==> config.mk <==
export PLATFORM = sky130hd
export DESIGN_NAME = hazard_ctrl
export DESIGN_NICKNAME = d
export VERILOG_FILES = /design/src/rtl/hazard_ctrl.sv
export SDC_FILE = /design/constraint.sdc
export NUM_CORES = 1
export LEC_CHECK = 0
export CAP_MARGIN = 15
export CORE_AREA = 8 8 102 76
export CTS_CLUSTER_DIAMETER = 30
export CTS_CLUSTER_SIZE = 10
export DETAILED_ROUTE_END_ITERATION = 10
export DIE_AREA = 0 0 110 84
export GPL_TIMING_DRIVEN = 0
export PLACE_DENSITY_LB_ADDON = 0.15
export SYNTH_ARGS = -nofsm -noshare
export SYNTH_HDL_FRONTEND = slang
export SYNTH_SLANG_ARGS = --single-unit
==> constraint.sdc <==
create_clock -name clk -period 3.15 [get_ports clk]
set_input_delay 0.315 -clock clk [delete_from_list [all_inputs] [get_ports clk]]
set_output_delay 0.315 -clock clk [all_outputs]
set_load 0.01 [all_outputs]
==> src/rtl/hazard_ctrl.sv <==
// hazard_ctrl: forwarding-source selection, load-use / long-op / EX-start
// stall detection, branch flush generation, and a one-entry scoreboard for
// the outstanding multi-cycle (MUL/DIV) operation. Sits beside ID.
module hazard_ctrl #(
    parameter int REG_AW     = 5,
    parameter int N_FWD      = 3,
    parameter int LOAD_STAGE = 2,
    parameter int SW         = $clog2(N_FWD + 2)
) (
    input  logic                    clk,
    input  logic                    rst,
    input  logic                    id_valid,
    input  logic [REG_AW-1:0]       id_rs1,
    input  logic [REG_AW-1:0]       id_rs2,
    input  logic                    id_rs1_used,
    input  logic                    id_rs2_used,
    input  logic [REG_AW-1:0]       id_rd,
    input  logic                    id_we,
    input  logic                    id_is_long,
    input  logic [N_FWD*REG_AW-1:0] fwd_rd,
    input  logic [N_FWD-1:0]        fwd_we,
    input  logic [N_FWD-1:0]        fwd_is_load,
    input  logic                    ex_long_start,
    input  logic [REG_AW-1:0]       ex_long_rd,
    input  logic                    long_done,
    input  logic                    br_taken,
    output logic [SW-1:0]           rs1_sel,
    output logic [SW-1:0]           rs2_sel,
    output logic                    stall_if,
    output logic                    flush_if_id,
    output logic                    flush_id_ex,
    output logic                    long_pending,
    output logic [31:0]             stall_cnt
);

    localparam logic [SW-1:0] SEL_LONG = SW'(N_FWD + 1);

    logic              long_pending_reg, long_pending_next;
    logic [REG_AW-1:0] long_rd_reg, long_rd_next;
    logic [31:0]       stall_cnt_reg, stall_cnt_next;

    logic [N_FWD-1:0]  rs1_match;
    logic [N_FWD-1:0]  rs2_match;
    logic [N_FWD-1:0]  load_early;   // stage holds a load whose data is not yet forwardable

    logic load_use_rs1, load_use_rs2;
    logic long_busy, long_raw, long_waw, long_hazard;
    logic ex_start_hazard;
    logic stall;

    // Per-stage match and "too-early load" vectors; x0 never matches.
    genvar gi;
    generate
        for (gi = 0; gi < N_FWD; gi++) begin : g_stage
            logic [REG_AW-1:0] stage_rd;
            assign stage_rd      = fwd_rd[gi*REG_AW +: REG_AW];
            assign rs1_match[gi] = fwd_we[gi] && (stage_rd == id_rs1) && (id_rs1 != '0);
            assign rs2_match[gi] = fwd_we[gi] && (stage_rd == id_rs2) && (id_rs2 != '0);
            if ((gi + 1) < LOAD_STAGE) begin : g_early
                assign load_early[gi] = fwd_is_load[gi];
            end else begin : g_late
                assign load_early[gi] = 1'b0;
            end
        end
    endgenerate

    // Select for one source: long unit first, then youngest matching stage, else regfile.
    function automatic logic [SW-1:0] pick_sel(
        input logic [REG_AW-1:0] rs,
        input logic              used,
        input logic [N_FWD-1:0]  match
    );
        logic [SW-1:0] sel;
        sel = '0;
        for (int k = N_FWD; k >= 1; k--) begin
            if (match[k-1]) sel = SW'(k);
        end
        if (long_done && (long_rd_reg == rs) && (rs != '0)) sel = SEL_LONG;
        if (!used) sel = '0;
        return sel;
    endfunction

    // True when the chosen source is a stage whose load data is not yet available.
    function automatic logic is_load_use(
        input logic [SW-1:0]    sel,
        input logic [N_FWD-1:0] early
    );
        logic hit;
        hit = 1'b0;
        for (int k = 1; k <= N_FWD; k++) begin
            if ((sel == SW'(k)) && early[k-1]) hit = 1'b1;
        end
        return hit;
    endfunction

    // Forwarding selects, hazard detection, and stall/flush outputs.
    always_comb begin
        rs1_sel      = pick_sel(id_rs1, id_rs1_used, rs1_match);
        rs2_sel      = pick_sel(id_rs2, id_rs2_used, rs2_match);
        load_use_rs1 = is_load_use(rs1_sel, load_early);
        load_use_rs2 = is_load_use(rs2_sel, load_early);

        long_busy   = long_pending_reg && !long_done;
        long_raw    = (id_rs1_used && (id_rs1 != '0) && (id_rs1 == long_rd_reg)) ||
                      (id_rs2_used && (id_rs2 != '0) && (id_rs2 == long_rd_reg));
        long_waw    = id_we && (id_rd != '0) && (id_rd == long_rd_reg);
        long_hazard = long_busy && (long_raw || long_waw || id_is_long);

        ex_start_hazard = ex_long_start && (ex_long_rd != '0) &&
                          ((id_rs1_used && (id_rs1 == ex_long_rd)) ||
                           (id_rs2_used && (id_rs2 == ex_long_rd)));

        stall = id_valid && (load_use_rs1 || load_use_rs2 || long_hazard || ex_start_hazard);

        // A taken branch kills the ID instruction anyway, so it wins over a stall.
        stall_if    = stall && !br_taken;
        flush_if_id = br_taken;
        flush_id_ex = stall || br_taken;
    end

    // Scoreboard and stall-counter next state; a new start wins over a completion.
    always_comb begin
        long_pending_next = long_pending_reg;
        long_rd_next      = long_rd_reg;
        if (ex_long_start) begin
            long_pending_next = 1'b1;
            long_rd_next      = ex_long_rd;
        end else if (long_done) begin
            long_pending_next = 1'b0;
        end
        stall_cnt_next = stall_if ? (stall_cnt_reg + 32'd1) : stall_cnt_reg;
    end

    // State registers with synchronous reset; reset abandons any tracked long op.
    always_ff @(posedge clk) begin
        if (rst) begin
            long_pending_reg <= 1'b0;
            long_rd_reg      <= '0;
            stall_cnt_reg    <= '0;
        end else begin
            long_pending_reg <= long_pending_next;
            long_rd_reg      <= long_rd_next;
            stall_cnt_reg    <= stall_cnt_next;
        end
    end

    assign long_pending = long_pending_reg;
    assign stall_cnt    = stall_cnt_reg;

endmodule
### Word level (Yosys, flattened, before mapping)

Cells that the tools add are included.

* register bits after elaboration: 38
* input bits: 51
* output and inout port bits: 42
* word-level logic and storage cells: 80

* $add $sub $neg: 1
* equality and inequality tests: 15
* multiplexer cells: 14
* reductions and logical operators: 47

Operator list (number)
* equality test 5 bit: 13
* adder 32 x 1 -> 32 bit, second input constant: 1
* logical AND 1 bit: 32
* nonzero test 5 bit: 4
* 2-to-1 mux 3 bit: 5
* 2-to-1 mux 2 bit: 5
* logical OR 1 bit: 8
* equality test 3 x 1 -> 1 bit, second input constant: 2
* 2-to-1 mux 1 bit: 4
* logical NOT 1 bit: 2
* nonzero test 2 bit: 1

### Logic depth before layout (Yosys ltp)

Gate-level depths: netlist (run 1).

* depth in word-level cells: 16
* mapped depth: 10
* depth with buffers taken out: 8

### Worst setup path before layout (run 1)

OpenSTA, ideal clock, no wires.

* kind: input to register
* start: input port id_rs2[2]
* end: register stall_cnt_reg[7] (netlist: stall_cnt[7])
* setup time: 0.121 ns
* data arrival time: 2.428 ns
* required time: 3.029 ns
* setup slack: 0.601 ns
* stages: 9
* path buffers: 1
* path through: buf_2 or4_4 o211ai_2 nor2_1 o311a_1 a221oi_4 inv_2 and3_1 mux2_4

* word-level cells in the longest chain between the ends: 16
* elaborated cells on any way between the ends: 37
* classes of those cells: eq/ne: 7; mux: 6; reduce/logical: 24

Ends and longest elaborated chain
* start: declaration: line 14 `input logic [REG_AW-1:0] id_rs2,`
* equality test 5 bit: line 58 `assign rs2_match[gi] = fwd_we[gi] && (stage_rd == id_rs2) && (id_rs2 != '0);`
* logical AND 1 bit (2 in series): line 58
* 2-to-1 mux 2 bit (2 in series): line 76 `if (match[k-1]) sel = SW'(k);`
* 2-to-1 mux 3 bit: line 76
* 2-to-1 mux 3 bit: line 78 `if (long_done && (long_rd_reg == rs) && (rs != '0)) sel = SEL_LONG;`
* 2-to-1 mux 3 bit: line 79 `if (!used) sel = '0;`
* equality test 3 x 1 -> 1 bit: line 91 `if ((sel == SW'(k)) && early[k-1]) hit = 1'b1;`
* logical AND 1 bit: line 91
* 2-to-1 mux 1 bit: line 91
* logical OR 1 bit (2 in series): line 113 `stall = id_valid && (load_use_rs1 || load_use_rs2 || long_hazard || ex_start_hazard);`
* logical OR 1 bit (*): line 113
* logical AND 1 bit (*): line 113
* logical AND 1 bit (*): line 116 `stall_if = stall && !br_taken;`
* net stall_if: line 29 `output logic stall_if,`
* end signal: assignment: line 143 `stall_cnt_reg <= stall_cnt_next;`
* end: declaration: line 40 `logic [31:0] stall_cnt_reg, stall_cnt_next;`

The timed path passes the listed nets; every way through them passes the cells marked *.
A chain may end at the register's enable or synchronous reset.

### Worst setup path in the final report (run 1)

* start: input port fwd_rd[3]
* end: output port stall_if

* word-level cells in the longest chain between the ends: 14
* elaborated cells on any way between the ends: 23
* classes of those cells: eq/ne: 4; mux: 8; reduce/logical: 11

Ends and longest elaborated chain
* start: declaration: line 20 `input logic [N_FWD*REG_AW-1:0] fwd_rd,`
* equality test 5 bit (on tied branches): line 57, 58
* logical AND 1 bit (on tied branches) (2 in series): line 57, 58
* 2-to-1 mux 2 bit / 2-to-1 mux 3 bit (equally long branches): line 76
* 2-to-1 mux 3 bit: line 78
* 2-to-1 mux 3 bit: line 79
* equality test 3 x 1 -> 1 bit: line 91
* logical AND 1 bit: line 91
* 2-to-1 mux 1 bit: line 91
* logical OR 1 bit (*) (3 in series): line 113
* logical AND 1 bit (*): line 113
* logical AND 1 bit (*): line 116
* end: declaration: line 29

Mark *: on every way between the ends. The rest lies on a longest branch, timed or not.

==> run metrics, run 1 <==
placed cells=504; # IOs=93; synthesized area=between 2000 and 3000 µm²; vias in the first global route=roughly 2.9k; largest family of logic cells by synthesized area=simple AND/OR/NAND/NOR gates; CP max FO=7; chip width=between 100 and 150 µm; hold violation count in the final report=0; Net Sw Frac=0.255; asr flop ratio synth=0; Die Ht=about 84 µm; largest net degree at the start of global routing=14; syn_area_per_cell=8.04 µm²; area leader, netlist=dfxtp_1; Routed wire per std cell=~19 µm; CTS clk-pin slew, worst paths=around 80 ps; Skew-Pair Late Insertion Delay=~300 ps; Worst Hold Class=primary input to register; Final WS setup=around 150 ps; IO buf count=between 70 and 80; Pleak=1.28 nW; total grt overflow=0; launch point of the worst path=fwd_rd[3]; fin crit period=approximately 3000 ps; Psw=between 0.3 and 0.4 mW; number of synthesized flops with an enable pin=0; via count=3088; Synth Flop Type=dfxtp_1; maximum VDD drop=roughly 0.24 mV; Setup WS pre-CTS=-406 ps; area grow syn2layout=38.6%; Final nets=a little under 500; vias per cell=between 5 and 6; dpl hpwl=about 7.4 mm; Worst Path Buf+Inv=4; GPL Wtd Cong=between 0.8 and 0.9; Combinational Power Share=0.181; DRC Markers=0; first-pass GRT wire length=between 15 and 20 mm; warnings from Yosys=0; worst path cell trace=clkdlybuf4s50_1 -> xor2_1 -> nor4_2 -> nand4b_1 -> o22ai_2 -> buf_4 -> a221oi_4 -> inv_2 -> clkdlybuf4s50_1; utilization after layout=0.634; fin cells=roughly 520; Worst setup SP type=primary input; syn nets=between 300 and 400; max_slew headroom=0.242; TritonCTS clock tree=done; post-synthesis compound-gate area fraction=0.174; CTS H-Tree Depth=2; final instance area=a little under 4000 µm²; Reg2Reg Launch Point=stall_cnt[0]; max reg flops=32; mux contribution to synthesized area=0.0314; adder-cell share of the synthesized area=0.00449; max cap viols=0; Clock Power Share=0.417; CP required=approximately 2800 ps; area share of the largest cell type after synthesis=0.273; Worst-Margin Slew=1130 ps; setup violators final=0; initial antenna violation count=0; Row Count=24; Detailed Route WL=slightly below 10 mm; outcome=completed; Seq cells post-synth=38; gr usage total=0.207; Internal Pwr Total=approximately 0.9 mW; Crit path top cell by count=clkdlybuf4s50_1; Mapped Cells=approximately 350; Fill cells=561; Post-Synth Simple-Gate Area=0.284; Sink Count=38; Initial Utilization=0.458; clk_skew=6.91 ps; period utilization=0.954; core area=approximately 6100 µm²; placed inst area=between 3000 and 4000 µm²; Critical Path End Type=output port; drt first-iter violations=200; critical path type=primary input to output port; CP delay by family, top=buffers and inverters; worst hold start=ex_long_start; Power Density=317 nW/µm²; Unique masters post-synth=48; most frequent cell after synthesis=dfxtp_1; Post-DRT Antenna Nets=0; list of most frequent post-synthesis cells=38 x dfxtp_1, 35 x xnor2_1, 29 x a21oi_1; worst-case clock buffer depth=2; Crit-path slowest cell=clkdlybuf4s50_1; Critical Path Max Stage Delay=approximately 570 ps; RSZ-0062 raised after global routing=false; diodes inserted=0; CTS Buf Count=5; Die Area=between 9000 and 10000 µm²; Slew Viols, Final=0; Post-Route Setup TNS=0 ps; post-synthesis sequential area ratio=0.273; power share of the sequential group=0.402; Arr. time, crit path=about 2700 ps; largest cells by area after synthesis=dfxtp_1 27%, xnor2_1 11%, xor2_1 6.3%; Synth Area in XOR/XNOR=0.173; share of cells above drive strength 1=0.105; drt first pass iters=5; fmax=~330 MHz; clock root buffer=clkbuf_8
## path summary, 6_finish.rpt
kind	endpoint	cells after the start	slack (ps)
worst max register to register	stall_cnt[26]	7	370
worst min register to register	stall_cnt[31]	2	500
worst max-delay path	stall_if	9	150
worst min-delay path	long_pending	3	450
## power by group through the flow
stage	Sequential (mW)	Combinational, mW	Clock (mW)
after global placement	0.504	0.209	0
after CTS	0.493	0.217	0.516
after global routing	0.494	0.237	0.535
after detailed placement	0.504	0.216	0
after floorplan	0.502	0.119	0
final	0.493	0.222	0.512
## cells by family (layout without fill, tap and decap cells)
logic type	after synthesis	in the layout
simple gates	136	136
compound gates	72	72
xor+xnor	55	55
flops	38	38
buf+inv	37	128
mux	8	8
fa+ha+maj	1	1
## worst register-to-register path, delay by kind of cell, from the launching register on
family	cells	cell delay (ps)
flip-flops	1	420
buffers and inverters	3	1080
AND/OR/NAND/NOR	1	590
AO/OA/AOI/OAI	2	310
adder cells (fa/ha/maj)	1	260
## stage by stage
stage	hold WS (ps)	power (mW)
after CTS	446	1.23
final	447	1.23
after detailed placement	481	0.720
after global routing	504	1.27
after global placement	477	0.713
after floorplan	462	0.621
## per-layer routing
metal  wire, µm  GRT usage
met5          0          0
met4        106     0.0538
met3        925     0.0378
met2       4390      0.312
met1       4290      0.290
## cell type report
type                       instances  area (µm²)  share of cell area
sequential                        38         761               0.197
buffer                            23         121              0.0314
clock buffer                       5        68.8              0.0178
inverter                          14        52.6              0.0136
clock inverter                     3        68.8              0.0178
tap                               78        97.6              0.0252
timing repair buffer              83         817               0.211
multi-input combinational        272        1880               0.486
## cell usage in the layout, fill, tap and decap left out, drive strengths merged, types with 6 or more instances in the layout
cell,Yosys,routed
nand3,9,9
a21oi,29,29
o21ai,17,17
nand2,15,15
inv,13,13
dfxtp,38,38
nor2,23,23
clkbuf,13,19
a31o,6,6
or3,14,14
buf,10,13
nor4,11,11
xor2,20,20
xnor2,35,35
clkdlybuf4s50,0,75
and3,7,7
nand4,25,25
## what timing repair did
item / 4_1_cts / 5_1_grt
gates resized for setup: 6 / 8
setup buffers: 3 / 0
pin swaps: 3 / 2
hold buffers: 0 / 0
endpoints found under the setup margin: 1 / 2
No activity file was read; power rests on OpenSTA's default activity.
==> run 2, diff against run 1 <==
--- a/config.mk
+++ b/config.mk
@@ -13,6 +13,7 @@
 export DIE_AREA = 0 0 110 84
 export GPL_TIMING_DRIVEN = 0
 export PLACE_DENSITY_LB_ADDON = 0.15
+export REMOVE_ABC_BUFFERS = 1
 export SYNTH_ARGS = -nofsm -noshare
 export SYNTH_HDL_FRONTEND = slang
 export SYNTH_SLANG_ARGS = --single-unit
==> run metrics, run 2 (synthesis gave the netlist of run 1 again) <==
outcome=completed; worst-case clock buffer depth=2 (unchanged); via count=3022 (-2.1%); worst path cell trace=dlygate4sd2_1 -> or4_4 -> nor2_2 -> nand4b_1 -> o22ai_4 -> buf_4 -> a221oi_4 -> inv_2 -> dlygate4sd2_1; Clock Power Share=0.309 (-0.108); share of cells above drive strength 1=0.0820 (-0.0231); drt first pass iters=5 (unchanged); Internal Pwr Total=0.749 mW (-18%); chip width=110 µm (unchanged); CP required=2830 ps (about the same); Detail Route met2 WL=4.10 mm (-6.7%); Final nets=479 (-2.0%); Die Ht=84 µm (unchanged); CP max FO=7 (unchanged); fin crit period=3120 ps (+119 ps); fmax=320 MHz (-3.8%); max_slew headroom=0.242 (about the same); Detailed Route WL=9.42 mm (-3.0%); Die Area=9240 µm² (unchanged); leading cell type in the layout, fill and taps excluded=clkdlybuf4s50_1; Post-DRT Antenna Nets=0 (unchanged); Combinational Power Share=0.215 (+0.034); RSZ-0062 raised after global routing=true; Crit path top cell by count=dlygate4sd2_1; placed inst area=3680 µm² (about the same); met3 wire length=887 µm (-4.1%); Initial Utilization=0.458 (unchanged); max reg flops=32 (unchanged); Metal-1 WL=4.38 mm (+2.1%); power share of the sequential group=0.477 (+0.075); GPL Wtd Cong=0.893 (+5.4%); total grt overflow=0 (unchanged); Critical Path Max Stage Delay=570 ps (about the same); gr usage total=0.194 (-0.0131); Power Density=270 nW/µm² (-15%); drt first-iter violations=198 (-1.0%); Worst Path Buf+Inv=4 (unchanged); Hold Crit Depth=3 (unchanged); FF-to-FF path depth=7 (unchanged); diodes inserted=0 (unchanged); Row Count=24 (unchanged); first-pass GRT wire length=14.5 mm (-5.7%); clock root buffer=clkbuf_8; initial antenna violation count=0 (unchanged); Fill cells=536 (-4.5%); Worst Hold Class=primary input to register; Critical Path End Type=output port; # IOs=93 (unchanged); TritonCTS clock tree=done; utilization after layout=0.628 (-0.00616); vias per cell=5.98 (about the same); core area=6100 µm² (unchanged); max cap viols=0 (unchanged); setup violators final=0 (unchanged); Crit-path slowest cell=or4_4; Psw=0.283 mW (-9.5%); period utilization=0.992 (+0.0379); Sink Count=38 (unchanged); CTS Buf Count=5 (unchanged); critical path type=primary input to output port; CTS clk-pin slew, worst paths=70 ps (about the same); largest net degree at the start of global routing=43 (+29); hold violation count in the final report=0 (unchanged); Arr. time, crit path=2810 ps (+120 ps); DRC Markers=0 (unchanged); dpl hpwl=6.93 mm (-6.5%); area grow syn2layout=37.3%; Worst setup SP type=primary input; Worst-Margin Slew=1130 ps (-0.0722 ps); vias in the first global route=2770 (-5.3%); Skew-Pair Late Insertion Delay=280 ps (-20 ps); Worst path depth=9 (unchanged); IO buf count=90 (+14%); CTS H-Tree Depth=2 (unchanged); hold_ws=431 ps (-16.9 ps); most frequent cells in the layout=76 x clkdlybuf4s50_1, 38 x dfxtp_1, 35 x xnor2_1; CP delay by family, top=buffers and inverters; Pleak=1.25 nW (-2.4%); clk_skew=7.03 ps (+0.117 ps); Top Metal Used=met4; maximum VDD drop=0.222 mV (-7.4%); Routed wire per std cell=18.7 µm (-0.88%); Slew Viols, Final=0 (unchanged); final instance area=3830 µm² (-0.97%); Net Sw Frac=0.274 (+0.0194)
[run 2: per-stage QoR]
stage	TNS, ps	setup slack (ps)	total power, mW	cells
2_1_floorplan	0	161	0.594	324
3_3_place_gp	-19300	-1200	0.717	492
6_report	0	25.9	1.03	505
5_1_grt	-7.35	-7.35	1.07	505
4_1_cts	0	11.5	1.03	504
3_5_place_dp	-18720	-1220	0.720	493
[run 2: path summary, 6_finish.rpt]
kind / endpoint / startpoint / slack, ps
setup / recovery: stall_if / id_rs1[2] / 30
hold / removal: long_rd_reg[0] / ex_long_rd[0] / 430
setup reg to reg: stall_cnt[31] / stall_cnt[6] / 480
hold reg to reg: stall_cnt[25] / stall_cnt[25] / 500
[run 2: tightest hold or removal path: stages]
cell	delay (ps)
dlymetal6s2s_1	180
mux2i_1	100
nor2_1	70
[run 2: power by group through the flow]
stage	logic [mW]	registers [mW]	clock network, mW
final	0.221	0.492	0.319
after global routing	0.238	0.493	0.341
after CTS	0.219	0.492	0.323
after detailed placement	0.217	0.504	0
after global placement	0.213	0.504	0
after floorplan	0.0921	0.502	0
[run 2: metal layers]
layer | vias to the layer above | global-route usage
met1 | 1437 | 0.281
met2 | 128 | 0.285
met3 | 6 | 0.0417
met5 | - | 0
li1 | 1451 | -
met4 | 0 | 0.0306
[run 2: area by class of cell]
| class | count | area (µm²) | area share |
|---|---|---|---|
| clock buffer | 7 | 76.3 | 0.0199 |
| inverter | 14 | 52.6 | 0.0137 |
| multi-input combinational | 274 | 1930 | 0.505 |
| sequential | 38 | 761 | 0.199 |
| tap | 78 | 97.6 | 0.0255 |
| timing repair buffer | 94 | 910 | 0.238 |
[run 2: repair_timing]
| item | 4_1_cts | 5_1_grt |
|---|---|---|
| pin swaps | 2 | 1 |
| buffers inserted | 2 | 1 |
| endpoints found under the setup margin | 29 | 17 |
| gates resized for setup | 15 | 8 |
| cloned | 2 | 0 |
| endpoints found under the hold margin | 0 | 0 |
| hold buffers | 0 | 0 |
==> run 3, diff against run 2 <==
--- a/config.mk
+++ b/config.mk
@@ -6,12 +6,12 @@
 export NUM_CORES = 1
 export LEC_CHECK = 0
 export CAP_MARGIN = 15
-export CORE_AREA = 8 8 102 76
+export CORE_AREA = 8 8 101 75
+export CTS_BUF_LIST = sky130_fd_sc_hd__clkbuf_4 sky130_fd_sc_hd__clkbuf_8
 export CTS_CLUSTER_DIAMETER = 30
 export CTS_CLUSTER_SIZE = 10
 export DETAILED_ROUTE_END_ITERATION = 10
-export DIE_AREA = 0 0 110 84
-export GPL_TIMING_DRIVEN = 0
+export DIE_AREA = 0 0 109 83
 export PLACE_DENSITY_LB_ADDON = 0.15
 export REMOVE_ABC_BUFFERS = 1
 export SYNTH_ARGS = -nofsm -noshare
==> run metrics, run 3 (synthesis gave the netlist of run 1 again) <==
Crit path top cell by count=buf_4; Arr. time, crit path=3130 ps (+320 ps); Row Count=24 (unchanged); via count=3077 (+1.8%); CP max FO=9 (+2); most frequent cells in the layout=88 x clkdlybuf4s50_1, 38 x dfxtp_1, 35 x xnor2_1; outcome=completed; multi-input logic area=1880 µm² (-2.8%); IO buf count=90 (unchanged); area grow syn2layout=44.0%; Worst Path Buf+Inv=3 (-1); max reg flops=32 (unchanged); hold_buf cts=0 (unchanged); Net Sw Frac=0.274 (about the same); worst-case clock buffer depth=2 (unchanged); Pleak=1.37 nW (+10%); diodes inserted=0 (unchanged); CP delay by family, top=simple AND/OR/NAND/NOR gates; drt first pass iters=4 (-1); vias in the first global route=2907 (+4.9%); Worst-Margin Slew=759 ps (-369 ps); Psw=0.300 mW (+6.1%); share of cells above drive strength 1=0.126 (+0.0441); Storage cell area=761 µm² (unchanged); Worst Hold Class=register to register; leading cell type in the layout, fill and taps excluded=clkdlybuf4s50_1; Crit-path slowest cell=or4_4; first-pass GRT wire length=15.0 mm (+3.9%); Slew Viols, Final=0 (unchanged); CTS H-Tree Depth=2 (unchanged); dpl hpwl=7.57 mm (+9.3%); Sink Count=38 (unchanged); period utilization=0.936 (-0.0560); Top Metal Used=met4; hold violation count in the final report=0 (unchanged); setup violators final=0 (unchanged); maximum VDD drop=0.199 mV (-10%); clk_skew=5.49 ps (-1.53 ps); placed cells=520 (+5.5%); max cap viols=0 (unchanged); Post-DRT Antenna Nets=0 (unchanged); Power Density=273 nW/µm² (+1.1%); CTS clk-pin slew, worst paths=80 ps (about the same); fin cells=530 (+5.0%); Final nets=503 (+5.0%); worst path cell trace=clkdlybuf4s50_1 -> or4_4 -> o211ai_2 -> o21ai_1 -> o22ai_2 -> a221oi_4 -> buf_4 -> buf_4 -> nor4b_1 -> mux2_1; Worst setup SP type=primary input; GPL Wtd Cong=0.922 (+3.3%); Internal Pwr Total=0.794 mW (+6.0%); vias per cell=5.81 (-3.0%); CP required=3330 ps (+500 ps); chip width=109 µm (-0.91%); Initial Utilization=0.462 (+0.00455); largest net degree at the start of global routing=24 (-44%); critical path type=primary input to register; Detail Route met2 WL=4.20 mm (+2.4%); Fill cells=517 (-3.5%); Power, Total=1.09 mW (+6.0%); Routed wire per std cell=17.9 µm (-4.3%); Detailed Route WL=9.47 mm (+0.49%); core area=6040 µm² (-0.99%); CTS Buf Count=5 (unchanged); total grt overflow=0 (unchanged); clock root buffer=clkbuf_8; Die Area=9050 µm² (-2.1%); Critical Path End Type=register; # IOs=93 (unchanged); utilization after layout=0.665 (+0.0371); Critical Path Max Stage Delay=560 ps (about the same); Combinational Power Share=0.225 (+0.010); initial antenna violation count=0 (unchanged); power share of the sequential group=0.451 (-0.026); TritonCTS clock tree=done; Metal-1 WL=4.51 mm (+3.1%); fmax=339 MHz (+6.0%); Skew-Pair Late Insertion Delay=290 ps (about the same); gr usage total=0.205 (+0.0111); max_slew headroom=0.493 (+0.250); fin crit period=2950 ps (-176 ps); met3 wire length=721 µm (-19%); Die Ht=83 µm (-1.2%); RSZ-0062 raised after global routing=false; Clock Power Share=0.324 (+0.015); drt first-iter violations=234 (+18%); DRC Markers=0 (unchanged)
[run 3: power by group through the flow]
stage,clock (mW),sequential [mW],combinational (mW)
after floorplan,0,0.502,0.0921
after global placement,0,0.504,0.233
after detailed placement,0,0.504,0.240
after CTS,0.362,0.493,0.244
after global routing,0.385,0.493,0.262
final,0.355,0.493,0.246
[run 3: per-layer routing]
layer / up-vias / GRT usage
li1: 1488 / -
met1: 1481 / 0.293
met2: 104 / 0.314
met3: 4 / 0.0347
met4: 0 / 0.0347
met5: - / 0
[run 3: worst paths after layout]
kind | from | cells after the start | slack [ps] | to
setup / recovery | id_rs2[1] | 10 | 200 | stall_cnt[28]
hold / removal | stall_cnt[21] | 2 | 510 | stall_cnt[21]
setup reg to reg | long_rd_reg[2] | 9 | 560 | stall_cnt[28]
hold reg to reg | stall_cnt[21] | 2 | 510 | stall_cnt[21]
[run 3: worst min-delay path: cells and delay by family, from the launching register on]
| family | cells | cell delay, ps |
|---|---|---|
| compound gates | 2 | 140 |
| flops | 1 | 330 |
[run 3: what timing repair did]
action | CTS | global route
setup buffers | 1 | 1
pin swaps | 1 | 4
resized for setup | 2 | 2
endpoints found under the setup margin | 2 | 2
[run 3: stage by stage]
| stage | setup TNS (ps) | hold slack [ps] | instance area (µm²) | setup WS, ps |
|---|---|---|---|---|
| after detailed placement | -103 | 496 | 3890 | -47.3 |
| after floorplan | 0 | 384 | 2670 | 161 |
| after CTS | 0 | 508 | 4000 | 13.4 |
| after global placement | -31.2 | 483 | 3890 | -31.2 |
| after global routing | 0 | 526 | 4020 | 130 |
| final | 0 | 510 | 4020 | 202 |
[run 3: area by class of cell]
cell class / count / area share
clock buffers: 6 / 0.0206
clock inverters: 2 / 0.00312
inverters: 14 / 0.0131
multi-input cells: 272 / 0.468
flip-flops and latches: 38 / 0.189
well taps: 78 / 0.0243
repair buffers: 120 / 0.282
